--- src/rtl/lpn_seq_pkg.sv ---
// Shared constants, phase/error/state codes and per-phase frame limits
// for the LPN-PUF session sequencer.
package lpn_seq_pkg;

    localparam int BEATS_PER_FRAME = 4;
    localparam int GEN_A_FRAMES    = 113;
    localparam int VER_AINV_FRAMES = 32;
    localparam int VER_A_FRAMES    = 113;
    localparam int POK_RST_CYCLES  = 4;
    localparam int POK_TIMEOUT     = 1023;

    localparam int BEAT_W    = $clog2(BEATS_PER_FRAME);
    localparam int FRAME_W   = 7;
    localparam int POK_RST_W = $clog2(POK_RST_CYCLES);
    localparam int POK_TO_W  = $clog2(POK_TIMEOUT + 1);

    typedef enum logic [2:0] {
        PH_IDLE = 3'd0,
        PH_POK  = 3'd1,
        PH_I    = 3'd2,
        PH_B    = 3'd3,
        PH_AINV = 3'd4,
        PH_A    = 3'd5,
        PH_HASH = 3'd6,
        PH_DONE = 3'd7
    } phase_e;

    typedef enum logic [2:0] {
        E_NONE   = 3'd0,
        E_SHORT  = 3'd1,
        E_LONG   = 3'd2,
        E_POK_TO = 3'd3,
        E_FAULT  = 3'd4
    } err_e;

    typedef enum logic [3:0] {
        ST_IDLE     = 4'd0,
        ST_POK_RST  = 4'd1,
        ST_POK_WAIT = 4'd2,
        ST_I        = 4'd3,
        ST_B        = 4'd4,
        ST_AINV     = 4'd5,
        ST_A        = 4'd6,
        ST_HASH     = 4'd7,
        ST_DONE     = 4'd8,
        ST_ERROR    = 4'd9
    } seq_state_e;

    // Number of frames the host must deliver in a given stream phase.
    // The A phase length depends on whether this is a verification session.
    function automatic logic [FRAME_W-1:0] frame_limit(input phase_e ph, input logic ver);
        logic [FRAME_W-1:0] lim;
        lim = FRAME_W'(1);
        case (ph)
            PH_AINV: lim = FRAME_W'(VER_AINV_FRAMES);
            PH_A:    lim = ver ? FRAME_W'(VER_A_FRAMES) : FRAME_W'(GEN_A_FRAMES);
            default: lim = FRAME_W'(1);
        endcase
        return lim;
    endfunction

    // Phase code reported for a state. ERROR is never passed here: the
    // sequencer keeps the code of the phase it faulted in.
    function automatic phase_e phase_of(input seq_state_e s);
        phase_e ph;
        ph = PH_IDLE;
        case (s)
            ST_POK_RST, ST_POK_WAIT: ph = PH_POK;
            ST_I:                    ph = PH_I;
            ST_B:                    ph = PH_B;
            ST_AINV:                 ph = PH_AINV;
            ST_A:                    ph = PH_A;
            ST_HASH:                 ph = PH_HASH;
            ST_DONE:                 ph = PH_DONE;
            default:                 ph = PH_IDLE;
        endcase
        return ph;
    endfunction

endpackage

--- src/rtl/lpn_session_sequencer_frame_counter.sv ---
// Beat/frame counter for one stream phase. Flags frame completion,
// phase completion and frames that end too early or too late.
module frame_counter
    import lpn_seq_pkg::*;
(
    input  logic               clk,
    input  logic               resetn,
    input  logic               clear,
    input  logic               hs,
    input  logic               last,
    input  logic [FRAME_W-1:0] limit,
    output logic [FRAME_W-1:0] frame_cnt,
    output logic               frame_done,
    output logic               phase_done,
    output logic               short_err,
    output logic               long_err
);

    logic [BEAT_W-1:0] beat_cnt;
    logic              last_beat;

    assign last_beat = (beat_cnt == BEAT_W'(BEATS_PER_FRAME - 1));

    // Frame boundary and length checks, all qualified by a handshake.
    always_comb begin
        frame_done = hs & last_beat;
        phase_done = frame_done & (frame_cnt == (limit - FRAME_W'(1)));
        short_err  = hs & last & ~last_beat;
        long_err   = hs & last_beat & ~last;
    end

    // Count beats within a frame and frames within the phase; a phase
    // change clears both, even if it coincides with a handshake.
    always_ff @(posedge clk or negedge resetn) begin
        if (!resetn) begin
            beat_cnt  <= '0;
            frame_cnt <= '0;
        end else if (clear) begin
            beat_cnt  <= '0;
            frame_cnt <= '0;
        end else if (hs) begin
            if (last_beat) begin
                beat_cnt  <= '0;
                frame_cnt <= frame_cnt + FRAME_W'(1);
            end else begin
                beat_cnt  <= beat_cnt + BEAT_W'(1);
            end
        end
    end

endmodule

--- src/rtl/lpn_session_sequencer.sv ---
// Session sequencer in front of the LPN-PUF core: PoK reset/wait, then
// frame-gated streaming of the host AXI-stream phase by phase.
//
// Handshake: a beat transfers on a rising clock edge where valid and
// ready are both high. The gate is purely combinational: up_tready
// follows dn_tready and dn_tvalid/dn_tlast follow up_tvalid/up_tlast,
// each only while a stream phase is active; nothing is buffered.
module lpn_session_sequencer
    import lpn_seq_pkg::*;
(
    input  logic        clk,
    input  logic        resetn,
    input  logic        mode,
    input  logic        global_start,
    input  logic        pok_done,
    output logic        pok_resetn,
    input  logic        fault,
    input  logic        up_tvalid,
    input  logic        up_tlast,
    output logic        up_tready,
    output logic        dn_tvalid,
    output logic        dn_tlast,
    input  logic        dn_tready,
    output logic [2:0]  phase,
    output logic [6:0]  frame_cnt,
    output logic        busy,
    output logic        done,
    output logic        err,
    output logic [2:0]  err_code,
    output logic [3:0]  state_dbg
);

    seq_state_e            state, state_next;
    phase_e                phase_q;
    err_e                  err_code_q, err_code_set;
    logic                  err_q, err_set;
    logic                  start_q, mode_q;
    logic                  start_edge, accept, hs, clear_cnt;
    logic [POK_RST_W-1:0]  rst_cnt;
    logic [POK_TO_W-1:0]   to_cnt;
    logic                  frame_done, phase_done, short_err, long_err;
    logic [FRAME_W-1:0]    limit;

    assign start_edge = global_start & ~start_q;
    assign hs         = up_tvalid & up_tready;
    assign limit      = frame_limit(phase_of(state), mode_q);

    // Stream-phase decode and host/core handshake gating.
    always_comb begin
        accept = 1'b0;
        case (state)
            ST_I, ST_B, ST_AINV, ST_A, ST_HASH: accept = 1'b1;
            default:                            accept = 1'b0;
        endcase
        up_tready = accept & dn_tready;
        dn_tvalid = accept & up_tvalid;
        dn_tlast  = accept & up_tlast;
    end

    frame_counter u_frame_counter (
        .clk        (clk),
        .resetn     (resetn),
        .clear      (clear_cnt),
        .hs         (hs),
        .last       (up_tlast),
        .limit      (limit),
        .frame_cnt  (frame_cnt),
        .frame_done (frame_done),
        .phase_done (phase_done),
        .short_err  (short_err),
        .long_err   (long_err)
    );

    // Next state and error capture; fault beats frame errors, which beat
    // phase advance.
    always_comb begin
        state_next   = state;
        err_set      = 1'b0;
        err_code_set = E_NONE;
        case (state)
            ST_IDLE: begin
                if (start_edge) state_next = ST_POK_RST;
            end
            ST_POK_RST: begin
                if (rst_cnt == POK_RST_W'(POK_RST_CYCLES - 1)) state_next = ST_POK_WAIT;
            end
            ST_POK_WAIT: begin
                if (pok_done) begin
                    state_next = mode_q ? ST_I : ST_A;
                end else if (to_cnt == POK_TO_W'(POK_TIMEOUT - 1)) begin
                    state_next   = ST_ERROR;
                    err_set      = 1'b1;
                    err_code_set = E_POK_TO;
                end
            end
            ST_I, ST_B, ST_AINV, ST_A, ST_HASH: begin
                if (short_err) begin
                    state_next   = ST_ERROR;
                    err_set      = 1'b1;
                    err_code_set = E_SHORT;
                end else if (long_err) begin
                    state_next   = ST_ERROR;
                    err_set      = 1'b1;
                    err_code_set = E_LONG;
                end else if (phase_done) begin
                    case (state)
                        ST_I:    state_next = ST_B;
                        ST_B:    state_next = ST_AINV;
                        ST_AINV: state_next = ST_A;
                        ST_A:    state_next = mode_q ? ST_HASH : ST_DONE;
                        default: state_next = ST_DONE;
                    endcase
                end
            end
            ST_DONE, ST_ERROR: begin
                if (!global_start) state_next = ST_IDLE;
            end
            default: state_next = ST_IDLE;
        endcase
        if (fault && (state != ST_IDLE) && (state != ST_DONE) && (state != ST_ERROR)) begin
            state_next   = ST_ERROR;
            err_set      = 1'b1;
            err_code_set = E_FAULT;
        end
        clear_cnt = (state_next != state) && (state_next != ST_ERROR);
    end

    // Session state, start-edge history, latched mode, phase and sticky error.
    always_ff @(posedge clk or negedge resetn) begin
        if (!resetn) begin
            state      <= ST_IDLE;
            start_q    <= 1'b0;
            mode_q     <= 1'b0;
            phase_q    <= PH_IDLE;
            err_q      <= 1'b0;
            err_code_q <= E_NONE;
        end else begin
            state   <= state_next;
            start_q <= global_start;
            if ((state == ST_IDLE) && start_edge) begin
                mode_q     <= mode;
                err_q      <= 1'b0;
                err_code_q <= E_NONE;
            end
            if (err_set) begin
                err_q      <= 1'b1;
                err_code_q <= err_code_set;
            end
            if (state_next != ST_ERROR) phase_q <= phase_of(state_next);
        end
    end

    // PoK reset-length and response-timeout timers, each running only in its state.
    always_ff @(posedge clk or negedge resetn) begin
        if (!resetn) begin
            rst_cnt <= '0;
            to_cnt  <= '0;
        end else begin
            rst_cnt <= (state == ST_POK_RST)  ? rst_cnt + POK_RST_W'(1) : '0;
            to_cnt  <= (state == ST_POK_WAIT) ? to_cnt + POK_TO_W'(1)   : '0;
        end
    end

    // Status outputs.
    always_comb begin
        pok_resetn = (state != ST_POK_RST);
        busy       = 1'b0;
        case (state)
            ST_POK_RST, ST_POK_WAIT, ST_I, ST_B, ST_AINV, ST_A, ST_HASH: busy = 1'b1;
            default: busy = 1'b0;
        endcase
        done      = (state == ST_DONE);
        phase     = phase_q;
        err       = err_q;
        err_code  = err_code_q;
        state_dbg = state;
    end

endmodule
--- config.mk ---
export PLATFORM = sky130hd
export DESIGN_NAME = lpn_session_sequencer
export DESIGN_NICKNAME = d
export VERILOG_FILES = /design/src/rtl/lpn_seq_pkg.sv /design/src/rtl/lpn_session_sequencer_frame_counter.sv /design/src/rtl/lpn_session_sequencer.sv
export SDC_FILE = /design/constraint.sdc
export NUM_CORES = 1
export LEC_CHECK = 0
export CAP_MARGIN = 20
export CORE_ASPECT_RATIO = 1.4
export CORE_MARGIN = 2
export CORE_UTILIZATION = 35
export DETAILED_ROUTE_END_ITERATION = 8
export GPL_TIMING_DRIVEN = 0
export PLACE_DENSITY = 0.6
export SETUP_SLACK_MARGIN = 0.4
export SLEW_MARGIN = 20
export SYNTH_ARGS = -nofsm -noshare
export SYNTH_HDL_FRONTEND = slang
export SYNTH_SLANG_ARGS = --single-unit
export TNS_END_PERCENT = 1
--- constraint.sdc ---
create_clock -name clk -period 5.5 [get_ports clk]
set_input_delay 1.1 -clock clk [delete_from_list [all_inputs] [get_ports clk]]
set_output_delay 1.1 -clock clk [all_outputs]
set_load 0.01 [all_outputs]
==> flow_summary.ini, run 1 <==
[cts]
cts_tree = done
clk_path_buf_depth = 2
clkTransAtPathRegs_ps = 70
cts.sinks = 34
cts_resized = 0
hold_buffers = 0
clock_latency_ps = 290
cts_buffers = 5
root_buffer = clkbuf_8
htreeDepth = 2
postCtsSetupBuffers = 0

[layout]
layout-drive-gt1-share_pct = 9.46
area_growth_pct = 22.3
final_cells = 412
fin_nets = 339
finish.instance_area_um2 = 3090
fillers = 692
antenna_cells = 0

[synth]
syn-instance-count = 276
syn_area_um2 = 2530
synth_ff_type = dfrtp_1
netlist_top_cells_count = dfrtp_1, nor2_1, nand2_1, ha_1
synth.distinct_cells = 62
syn-num-nets = 299
avgSynthCellArea_um2 = 9.16
yosys.area.top_type = dfrtp_1
ys_async_sr_fraction_pct = 100
yosys_warnings = 0
yosysTopAreaCellShare_pct = 33.6
ys_seq_area_share_pct = 33.6
synth_area_leaders = dfrtp_1, ha_1, nor2_1, nand2_1, xor2_1
ys_seq_elements = 34
synth_edf_count = 0
synth.most_common_cell = dfrtp_1

[power]
power_switching_share_pct = 38.0
clockPowerShare_pct = 23.2
p_per_area_nw_per_um2 = 307
total_power_uw = 948
pwr-share-comb_pct = 44.0
power.leakage_nw = 1.25
power.switching_uw = 361
seqPwrFrac_pct = 32.7
ir_worst_vdd_mv = 0.184
intPower_uw = 588

[setup_path]
crit_buf_inv = 1
slowest_stage = clkdlybuf4s50_1
worst_setup_path_start_kind = input port
crit_family = compound AO/OA/AOI/OAI gates
cp-end-kind = flip-flop
critPathMaxStageDelay_ps = 510
worst-setup-path-type = in2reg
worst_ep_arrival_time_ps = 4250
crit_chain = clkdlybuf4s50_1, nand2_1, a2111oi_4, o211a_1, mux2i_1, nor2_1, o21ai_0, ha_1, nor2b_1, a21o_1, mux2i_1, o21ai_0
worstPathMaxFanout = 6
worst-endpoint-required_ps = 5670

[status]
status = complete, no violations

[floorplanning]
die_h_um = 105
start_util_pct = 36.2
pin_count = 33
row_count = 36
die_area_um2 = 7930
die_w_um = 75.8
fp.coreArea_um2 = 6980

[placement]
dpl_cell_area_um2 = 2980
gp_congestion = 0.872
portBuffers = 32
dp_hpwl_um = 4910
place_ws_ps = 1100
placed_cells = 404

[route]
routed-wl-met2_um = 3280
drc_errors = 0
wl_met1_um = 2770
drt-vias-per-instance = 5.48
routed.top_layer = met4
drt_iter0_drc = 148
wl_per_cell_um = 15.8
vias = 2256
wirelength_um = 6530
drtPass1Iterations = 4
ant_nets = 0
dr_wl_met3_um = 260

[timing]
finalCriticalPeriod_ps = 4070
tightest_slew_ps = 788
report.final.slew_viol_count = 0
finalCritPeriodShare_pct = 74.1
fin_ws_ps = 1430
skew_ps = 7.91
hold_viol = 0
tns_ps = 0
setup_violations = 0
fmax_mhz = 245
slew_headroom_pct = 47.4
rsz0062_at_grt = no

[global_route]
antenna_found_initial = 0
grt_pass1_wl_um = 11000
grt_overflow = 0
grt_pass1_vias = 2223
track_usage_pct = 17.9
grt_max_degree = 24

[job]
cap_violations = 0

[hold_path]
hp-class = reg2reg
state kept, by name, summed over array words and instances, names as in the netlist:
signal,flops
start_q,1
err_code,3
err,1
state_dbg,4
u_frame_counter.beat_cnt,2
u_frame_counter.frame_cnt,7
to_cnt,10
mode_q,1
phase,3
rst_cnt,2
routing by layer:
layer  vias up  GRT usage [%]
li1       1087              -
met1      1098           22.9
met3        15           3.09
met5         -              0
met2        56           28.3
met4         0           8.77
worst paths after layout:
path                                              from                                 endpoint  slack [ps]  depth (start not counted)
worst max-delay path                         dn_tready                     phase[1]$_DFFE_PN0P_        1430                         12
worst min-delay path              rst_cnt[0]$_DFF_PN0_                     rst_cnt[0]$_DFF_PN0_         430                          1
worst max register to register  state_dbg[0]$_DFF_PN0_                     phase[0]$_DFFE_PN0P_        1430                         14
worst min register to register    rst_cnt[0]$_DFF_PN0_                     rst_cnt[0]$_DFF_PN0_         430                          1
max in group asynchronous                       resetn                      to_cnt[4]$_DFF_PN0_        4390                          2
min in group asynchronous                       resetn  u_frame_counter.beat_cnt[1]$_DFFE_PN0P_         690                          1
placed cells by master, fill, tap and decap left out, types with 3 or more instances in the layout:
master / n
ha_1: 14
and4_1: 4
dfrtp_1: 34
nand2b_1: 6
nand2_1: 24
o22ai_1: 9
or3_1: 9
a21oi_1: 8
o21ai_0: 12
nor2b_1: 4
xnor2_1: 6
and2_1: 4
xor2_1: 9
nor3b_1: 3
buf_2: 5
clkbuf_8: 8
nor2_1: 32
inv_1: 12
mux2i_1: 6
a31oi_1: 3
nor3_1: 7
nand3_1: 8
clkdlybuf4s50_1: 31
o21a_1: 5
power groups by stage:
stage / combinational (mW) / sequential, mW / clock (mW)
after detailed placement: 0.417 / 0.315 / 0
after floorplan: 0.256 / 0.318 / 0
after CTS: 0.418 / 0.311 / 0.225
after global routing: 0.457 / 0.315 / 0.238
after global placement: 0.408 / 0.315 / 0
final: 0.417 / 0.310 / 0.220
kinds of logic after synthesis:
group	synth area share, %
buffers and inverters	3.91
adder cells (fa/ha/maj)	6.93
flip-flops	33.6
AND/OR/NAND/NOR	23.7
multiplexers	4.16
AO/OA/AOI/OAI	22.5
XOR/XNOR	5.20
cell type report:
| class | count | area [um2] | share of cell area [%] |
|---|---|---|---|
| inverter | 13 | 48.8 | 1.58 |
| buffer | 8 | 50.0 | 1.62 |
| sequential | 34 | 851 | 27.5 |
| timing repair buffer | 33 | 335 | 10.8 |
| multi-input combinational | 221 | 1580 | 51.1 |
| tap | 95 | 119 | 3.84 |
| clock buffer | 8 | 110 | 3.56 |
through the flow:
stage / util (%) / hold WS, ps
6_report: 44.3 / 432
5_1_grt: 44.3 / 477
4_1_cts: 44.3 / 438
2_1_floorplan: - / 410
3_3_place_gp: 42.5 / 425
3_5_place_dp: 42.7 / 425
No activity file was read; power rests on OpenSTA's default activity.
==> run 2: changes to the inputs <==
--- a/config.mk
+++ b/config.mk
@@ -11,7 +11,7 @@
 export CORE_UTILIZATION = 35
 export DETAILED_ROUTE_END_ITERATION = 8
 export GPL_TIMING_DRIVEN = 0
-export PLACE_DENSITY = 0.6
+export PLACE_DENSITY = 0.62
 export SETUP_SLACK_MARGIN = 0.4
 export SLEW_MARGIN = 20
 export SYNTH_ARGS = -nofsm -noshare
==> constraint.sdc (replaced) <==
create_clock -name clk -period 3.3 [get_ports clk]
set_input_delay 0.66 -clock clk [delete_from_list [all_inputs] [get_ports clk]]
set_output_delay 0.66 -clock clk [all_outputs]
set_load 0.01 [all_outputs]
==> flow_summary.ini, run 2 (synthesis gave the netlist of run 1 again) <==
[cts]
cts_buffers = 5
cts.sinks = 34
clock_latency_ps = 300
cts_tree = done
htreeDepth = 2
clk_path_buf_depth = 2
root_buffer = clkbuf_8
clkTransAtPathRegs_ps = 80

[timing]
fin_ws_ps = 287
tns_ps = 0
fmax_mhz = 332
rsz0062_at_grt = yes
skew_ps = 8.28
setup_violations = 0
finalCritPeriodShare_pct = 91.3
hold-worst-slack_ps = 267
report.final.slew_viol_count = 0
finalCriticalPeriod_ps = 3010
slew_headroom_pct = 55.6
tightest_slew_ps = 661
hold_viol = 0

[route]
drt-vias-per-instance = 5.41
ant_nets = 0
drtPass1Iterations = 4
wl_per_cell_um = 16.1
vias = 2386
drt_iter0_drc = 185
drc_errors = 0
wirelength_um = 7090

[layout]
post-route-util_pct = 50.7
layout_commonest_cell = dfrtp_1
area_growth_pct = 40.0
fin_nets = 368
largest_register_ffs = 10
antenna_cells = 0
regMostFlops = to_cnt
layout-drive-gt1-share_pct = 26.0
mostFrequentLayoutCells = dfrtp_1, clkdlybuf4s50_1, nor2_1, buf_4, nand2_1

[setup_path]
worstPathMaxFanout = 6
worst_setup_path_start_kind = flip-flop
cp-end-kind = flip-flop
worst-setup-path-type = reg2reg
worst_ep_arrival_time_ps = 3230
cp-startpoint = state_dbg[1]$_DFF_PN0_
r2r-start = state_dbg[1]$_DFF_PN0_
r2r_slack_ps = 290
worst-endpoint-required_ps = 3520

[power]
power_switching_share_pct = 37.9
power.switching_uw = 687
p_per_area_nw_per_um2 = 511
total_power_mw = 1.81
ir_worst_vdd_mv = 0.402
power.leakage_nw = 1.43
clockPowerShare_pct = 21.8
intPower_mw = 1.12
seqPwrFrac_pct = 28.2
pwr-share-comb_pct = 49.9

[global_route]
grt_pass1_wl_um = 11200
grt_max_degree = 23
antenna_found_initial = 0
grt_overflow = 0
grt_pass1_vias = 2237
track_usage_pct = 18.1

[placement]
place_ws_ps = -232
dp_hpwl_um = 4870
gp_congestion = 0.924
portBuffers = 32

[floorplanning]
die_h_um = 105
start_util_pct = 36.2
pin_count = 33
fp.coreArea_um2 = 6980
die_w_um = 75.8
row_count = 36
die_area_um2 = 7930

[status]
status = complete, no violations

[job]
cap_violations = 0

[hold_path]
hp-class = in2async
## run 2: changes by cell type in the layout (fill, tap and decap cells not counted), sizes merged
| cell | previous run | this run |
|---|---|---|
| dlygate4sd2 | 0 | 3 |
| buf | 8 | 37 |
| clkinvlp | 0 | 2 |
| clkbuf | 10 | 7 |
| clkdlybuf4s50 | 31 | 28 |
| bufinv | 0 | 1 |
## run 2: layout make-up
| cell class | instances | area [um2] |
|---|---|---|
| fill | 629 | 3440 |
| multi-input combinational | 221 | 1770 |
| sequential | 34 | 853 |
| timing repair buffer | 62 | 564 |
| tap | 95 | 119 |
| clock buffer | 5 | 68.8 |
| buffer | 8 | 62.6 |
| inverter | 13 | 53.8 |
| clock inverter | 3 | 45.0 |
## run 2: per-stage QoR
step	cell area, um2	cells
2_1_floorplan	2590	276
3_3_place_gp	3030	403
3_5_place_dp	3060	404
4_1_cts	3380	430
5_1_grt	3540	441
6_report	3540	441
## run 2: metal layers
| metal | track usage (%) | wire length (um) | up-vias |
|---|---|---|---|
| li1 | - | - | 1149 |
| met1 | 24.4 | 3010 | 1150 |
| met2 | 28.3 | 3610 | 71 |
| met3 | 3.28 | 316 | 16 |
| met4 | 6.64 | 149 | 0 |
| met5 | 0 | 0 | - |
## run 2: power groups by stage
stage / sequential (mW) / combinational (mW) / clock, mW
after floorplan: 0.532 / 0.461 / 0
after global placement: 0.529 / 0.714 / 0
after detailed placement: 0.527 / 0.722 / 0
after CTS: 0.509 / 0.826 / 0.407
after global routing: 0.519 / 0.971 / 0.426
final: 0.511 / 0.904 / 0.395
## run 2: repair_timing
action                     CTS  global route
gates cloned                 0             0
hold buffers                 0             0
buffers inserted            18            11
resized for setup           20            18
pin swaps                   10            13
setup endpoints to repair   16            16
## run 2: worst paths after layout
path	depth (start not counted)	to
worst min-delay path	1	u_frame_counter.frame_cnt[1]$_DFFE_PN0P_
worst min register to register	1	rst_cnt[0]$_DFF_PN0_
worst max-delay path	14	phase[0]$_DFFE_PN0P_
max in group asynchronous	2	state_dbg[1]$_DFF_PN0_
worst max register to register	14	phase[0]$_DFFE_PN0P_
min in group clk	1	rst_cnt[0]$_DFF_PN0_
## run 2: critical path: stages, from the launching register on
cell,delay [ps]
dfrtp_2,420
inv_4,70
ha_4,270
and4bb_4,290
and4_1,200
o21a_1,160
o211a_4,210
mux2i_2,250
nor2_2,90
o21ai_4,210
buf_6,140
ha_4,170
a21oi_2,60
mux2_4,270
o22ai_2,130
